### src/rtl/down_counter_pkg.sv
// Shared counter definitions: FSM states and the default count width
// common to the up- and down-counters in the counter/timer chain.
package down_counter_pkg;

    localparam int unsigned DEFAULT_WIDTH = 3;

    typedef enum logic {
        IDLE = 1'b0,
        RUN  = 1'b1
    } state_t;

endpackage

### src/rtl/down_counter_dff_en.sv
// WIDTH-bit register with asynchronous active-low reset and a load enable.
module dff_en #(
    parameter int unsigned WIDTH = down_counter_pkg::DEFAULT_WIDTH
) (
    input  logic             clk,
    input  logic             rst_n,
    input  logic             en,
    input  logic [WIDTH-1:0] d,
    output logic [WIDTH-1:0] q
);

    logic [WIDTH-1:0] d_q;

    // Capture d on enabled edges; reset clears to zero.
    always_ff @(posedge clk or negedge rst_n) begin
        if (!rst_n) begin
            d_q <= '0;
        end else if (en) begin
            d_q <= d;
        end
    end

    assign q = d_q;

endmodule

### src/rtl/down_counter.sv
// Loadable down-counter with terminal-count pulse and optional auto-reload.
// Load has top priority; the count never wraps below zero.
module down_counter
    import down_counter_pkg::*;
#(
    parameter int unsigned WIDTH = DEFAULT_WIDTH
) (
    input  logic             c,
    input  logic             rn,
    input  logic             ld,
    input  logic [WIDTH-1:0] ld_val,
    input  logic             en,
    input  logic             reload,
    output logic [WIDTH-1:0] q,
    output logic             busy,
    output logic             tc
);

    state_t           state_q, state_d;
    logic             tc_q, tc_d;
    logic [WIDTH-1:0] cnt_q, cnt_d;
    logic             cnt_en;
    logic [WIDTH-1:0] rld_q;
    logic             rld_en;

    // Count register.
    dff_en #(.WIDTH(WIDTH)) u_cnt (
        .clk   (c),
        .rst_n (rn),
        .en    (cnt_en),
        .d     (cnt_d),
        .q     (cnt_q)
    );

    // Reload value register, written only on load.
    dff_en #(.WIDTH(WIDTH)) u_rld (
        .clk   (c),
        .rst_n (rn),
        .en    (rld_en),
        .d     (ld_val),
        .q     (rld_q)
    );

    // State and terminal-count flops.
    always_ff @(posedge c or negedge rn) begin
        if (!rn) begin
            state_q <= IDLE;
            tc_q    <= 1'b0;
        end else begin
            state_q <= state_d;
            tc_q    <= tc_d;
        end
    end

    // Next-state, decrement and reload selection.
    always_comb begin
        state_d = state_q;
        cnt_d   = cnt_q;
        cnt_en  = 1'b0;
        rld_en  = 1'b0;
        tc_d    = 1'b0;
        if (ld) begin
            cnt_d   = ld_val;
            cnt_en  = 1'b1;
            rld_en  = 1'b1;
            state_d = RUN;
        end else if (state_q == RUN && en) begin
            if (cnt_q != '0) begin
                cnt_d  = cnt_q - WIDTH'(1);
                cnt_en = 1'b1;
            end else begin
                tc_d = 1'b1;
                if (reload) begin
                    cnt_d  = rld_q;
                    cnt_en = 1'b1;
                end else begin
                    state_d = IDLE;
                end
            end
        end
    end

    assign q    = cnt_q;
    assign busy = (state_q == RUN);
    assign tc   = tc_q;

endmodule

### config.mk
export PLATFORM = sky130hd
export DESIGN_NAME = down_counter
export DESIGN_NICKNAME = d
export VERILOG_FILES = /design/src/rtl/down_counter_pkg.sv /design/src/rtl/down_counter_dff_en.sv /design/src/rtl/down_counter.sv
export SDC_FILE = /design/constraint.sdc
export NUM_CORES = 1
export LEC_CHECK = 0
export BUFFER_PORTS_ARGS = -buffer_cell sky130_fd_sc_hd__buf_2
export CORE_AREA = 2 2 39 41
export DETAILED_ROUTE_END_ITERATION = 7
export DIE_AREA = 0 0 41 43
export GPL_TIMING_DRIVEN = 1
export HOLD_SLACK_MARGIN = 0.12
export SYNTH_ARGS = -nofsm -noshare
export SYNTH_HDL_FRONTEND = slang
export SYNTH_SLANG_ARGS = --single-unit
### constraint.sdc
create_clock -name c -period 1.45 [get_ports c]
set_clock_uncertainty 0.15 [all_clocks]
set_input_delay 0.2175 -clock c [delete_from_list [all_inputs] [get_ports c]]
set_output_delay 0.2175 -clock c [all_outputs]
set_load 0.02 [all_outputs]
## Word level (Yosys, flattened, before mapping)

Cells that the tools add are included.

- $add $sub $neg: 1
- Equality and inequality tests: 2
- Multiplexer cells: 16
- Reductions and logical operators: 6

Operators with widths:

| cell | number |
|---|---|
| 2-to-1 mux 1 bit | 12 |
| 2-to-1 mux 3 bit | 4 |
| AND reduction 3 bit | 2 |
| nonzero test 3 bit | 2 |
| inequality test 2 bit (second input constant) | 2 |
| subtractor 3 x 1 -> 3 bit (second input constant) | 1 |
| nonzero test 2 bit | 1 |
| logical AND 1 bit | 1 |

- Register bits: 8
- Bits of input ports: 8
- Output and inout port bits: 5
- Word-level logic and storage cells: 29

## Longest topological paths before layout

- Word-level depth: 5
- Depth in mapped cells: 5
- Depth with buffers taken out: 5

## Cells and area by module

Synthesis repeated with hierarchy kept, for this count alone.

- Cell total of the unflattened synthesis: 46
- Area, all modules: 495.5 sq um

Modules (own cells, without submodules):

| module | times used | cells an instance | area each (sq um) | sequential area each (sq um) |
|---|---|---|---|---|
| down_counter | 1 | 34 | 277.8 | 50.0 |
| dff_en | 2 | 6 | 108.9 | 75.1 |

## Worst setup path before layout

Ideal clock, no wire load.

- Kind: flip-flop to flip-flop
- From: reg u_cnt.d_q[0] (netlist: u_cnt.q[0])
- To: reg u_cnt.d_q[0] (netlist: u_cnt.q[0])
- Library setup time: 0.092 ns
- Data arrival time: 1.460 ns
- Required time: 1.208 ns
- Setup slack: -0.252 ns
- Cell stages (with the launch flop): 6
- Buffers on the path: 0
- Clock period less this slack: 1.702 ns
- Cell sequence: dfrtp_1 > inv_1 > ha_1 > or3b_4 > o2111a_1 > o31ai_2

- Longest elaborated chain between the ends: 5
- Elaborated cells on any way between the ends: 10
- Classes of those cells: add/sub (1); mux (6); reduce/logical (3)

Ends and longest elaborated chain:

| what | RTL line | source |
|---|---|---|
| from (decl) | down_counter_dff_en.sv:12 | `logic [WIDTH-1:0] d_q;` |
| from (signal assigned) | down_counter_dff_en.sv:17 | `d_q <= '0;` |
| from (signal assigned) | down_counter_dff_en.sv:19 | `d_q <= d;` |
| parallel branches: the longest is 5 deep, another holds subtractor 3 x 1 -> 3 bit | n/a |  |

Parallel ways; which one is timed is not known. The select of a mux whose other input is x is not followed.
A chain may end at the register's enable or synchronous reset.

## Worst setup path in the final report

Same ends and word-level chain as after synthesis.

==> run metrics <==
portion of netlist area occupied by mux cells=5.114%; initial antenna violation count=0; Root Buffer=clkbuf_4; RSZ-0062 raised after global routing=true; final hold vios=0; vias in the first global route=407; EDFF count, synth=0; # Max-Cap Violations=0; max-slew violations=0; post-synth top area cell=dfrtp_1; drt wl/cell=11.35 um; IO Pins=13; Reg2Reg Setup Slack=-140 ps; initial DRC count=8; All-Layer GR Usage=14.66%; layout cells sized above 1=47.95%; FF-to-FF path depth=5; FMAX=0.6295 GHz; worst min path class=input port to flop; layout net count=84; largest stage delay on the critical path=420 ps; clk slew on worst S/H paths=60 ps; largest cells by area after synthesis=dfrtp_1 45%, ha_1 5.7%, mux2_1 5.1%; vias per inst=4.730; final WL=1.010 mm; CP Max Fanout=4; final setup TNS=-356.5 ps; # clock sinks=8; first-pass iteration count of the detailed router=2; Cell Area, Synth=440.4 sq um; Leakage=0.3244 nW; CTS tree=yes; H-tree depth=1; Reg2Reg Launch Point=u_cnt.q[0]$_DFFE_PN0P_; Placed Cells incl. Taps=77; Critical-path top delay cell=or3b_4; total number of vias=421; worst reg2reg path endpoint=u_cnt.q[0]$_DFFE_PN0P_; pin count of the biggest net entering global routing=9; gr ovfl total=0; diode count=0; Pwr Total=0.6710 mW; CP arrival=1600 ps; global-route wire length before repair=1.711 mm; flops & latches, synth=8; area added between synthesis and finish=59.09%; Cell variety after synth=23; DRC viols=0; fin crit period=1589 ps; crit path launch type=flop; Final period util=109.6%; CP Capture Type=flop; hold_ws=155.9 ps; Final WS setup=-138.7 ps; failing checks=setup timing; register area share after synthesis=45.45%; asr flop ratio synth=100.0%; largest family of logic cells by synthesized area=simple AND/OR/NAND/NOR gates; Port Buffers=12; Final Util=50.63%; Post-Synth XOR/XNOR Area=0%; simple-gate portion of the synthesized area=19.03%; Detailed Place HPWL=693.2 um; Ys Warns=0; chip width=41 um; critical path class=flop to flop; Least-Margin Pin Slew=252.2 ps; status=finished with violations; compound-gate portion of the synthesized area=18.75%; most frequent cell after synthesis=dfrtp_1; hold endpoint=busy$_DFFE_PN0P_; total CTS buffers=3; peak supply drop=0.0005200 V; row count=14; Die Height=43 um; Avg Cell Area, Syn=10.01 sq um; Max clock buf depth=2; # setup viols final=3; post-synthesis instance total=44; hold path depth=4; Min-Delay Startpoint=reload; Slew HR=83.18%; share of the synthesized area in the top cell type=45.45%; CORE AREA=1384 sq um; number of routed nets with antenna violations=0; worst endpoint required time=1460 ps; CP cell instances=inv_2, ha_4, or3b_4, o2111a_1, o31ai_2; clk_lat worst skew=250 ps; PD cells=957.7 nW/um^2; Synth Flop Type=dfrtp_1; syn_nets=54; Post-Synth Adder-Cell Area=5.682%; die area=1763 sq um; GP Congestion=0.7813; top cells by count, synth=8 x dfrtp_1, 5 x inv_1, 5 x nand2_1; initial core utilization=31.83%; Non-Filler Instances=89
==> power by group <==
| group | switching (mW) | leakage (nW) | internal (mW) |
|---|---|---|---|
| Sequential | 0.0117 | 0.0921 | 0.246 |
| Clock | 0.0759 | 0.0150 | 0.105 |
| Combinational | 0.110 | 0.217 | 0.123 |
==> cell families after synthesis <==
kind of cell / Yosys count
AO/OA/AOI/OAI: 12
adder cells (fa/ha/maj): 2
buffers and inverters: 7
flip-flops: 8
multiplexers: 2
AND/OR/NAND/NOR: 13
==> critical path: cells and delay by family, from the launching register on <==
| kind | cells | cell delay [ps] |
|---|---|---|
| AOI/OAI and AO/OA | 2 | 310 |
| adders and majority gates | 1 | 140 |
| buffers and inverters | 1 | 70 |
| DFF | 1 | 400 |
| and+or+nand+nor | 1 | 420 |
==> metrics by stage <==
stage | area (sq um) | setup WS (ps)
after floorplan | 455.4 | -137.2
after global placement | 576.8 | -105.3
after detailed placement | 576.8 | -121.5
after CTS | 681.9 | -122.8
after global routing | 700.7 | -202.5
final | 700.7 | -138.7
==> state kept, by name, indices dropped and copies added, names as in the netlist <==
| signal | flops |
|---|---|
| u_cnt.q | 3 |
| u_rld.q | 3 |
| busy | 1 |
| tc | 1 |
==> worst max-delay path by stage <==
| stage | start | end | slack, ps | cells past startpoint |
|---|---|---|---|---|
| 6_report | u_cnt.q[0]$_DFFE_PN0P_ | u_cnt.q[0]$_DFFE_PN0P_ | -140 | 5 |
| 5_1_grt | u_cnt.q[0]$_DFFE_PN0P_ | u_cnt.q[0]$_DFFE_PN0P_ | -200 | 5 |
| 4_1_cts | u_cnt.q[0]$_DFFE_PN0P_ | u_cnt.q[0]$_DFFE_PN0P_ | -120 | 5 |
| 3_5_place_dp | u_cnt.q[1]$_DFFE_PN0P_ | u_cnt.q[0]$_DFFE_PN0P_ | -120 | 5 |
| 3_3_place_gp | u_cnt.q[0]$_DFFE_PN0P_ | u_cnt.q[0]$_DFFE_PN0P_ | -110 | 5 |
| 2_1_floorplan | u_cnt.q[1]$_DFFE_PN0P_ | u_cnt.q[0]$_DFFE_PN0P_ | -140 | 5 |
==> area by class of cell <==
type                            count  area [sq um]
Fill cell                         131         683.2
Multi-Input combinational cell     29         249.0
Sequential cell                     8         202.7
Timing Repair Buffer               26         180.2
Clock buffer                        4         26.28
Inverter                            6         22.52
Tap cell                           16         20.02
==> per-layer routing <==
metal / global-route usage (%) / wire, um
met5: 0 / 0
met3: 4.712 / 42
met2: 19.38 / 521
met4: 10.00 / 7
met1: 19.53 / 438
==> cell usage in the layout (no fill, tap or decap), drive strengths merged, types with 2 or more instances in the layout <==
cell type	instances
dlygate4sd3	6
ha	2
nand2	5
o21ai	5
a31oi	2
or3b	2
inv	5
clkbuf	4
buf	20
dfrtp	8
mux2	2
==> repair_timing <==
item                                    4_1_cts  5_1_grt
endpoints found under the hold margin        15        0
hold buffers                                  6        0
pin swaps                                     1        2
endpoints found under the setup margin        3        4
resized for setup                             1        2
setup buffers                                 2        0
Power figures use the tool's default switching activity.
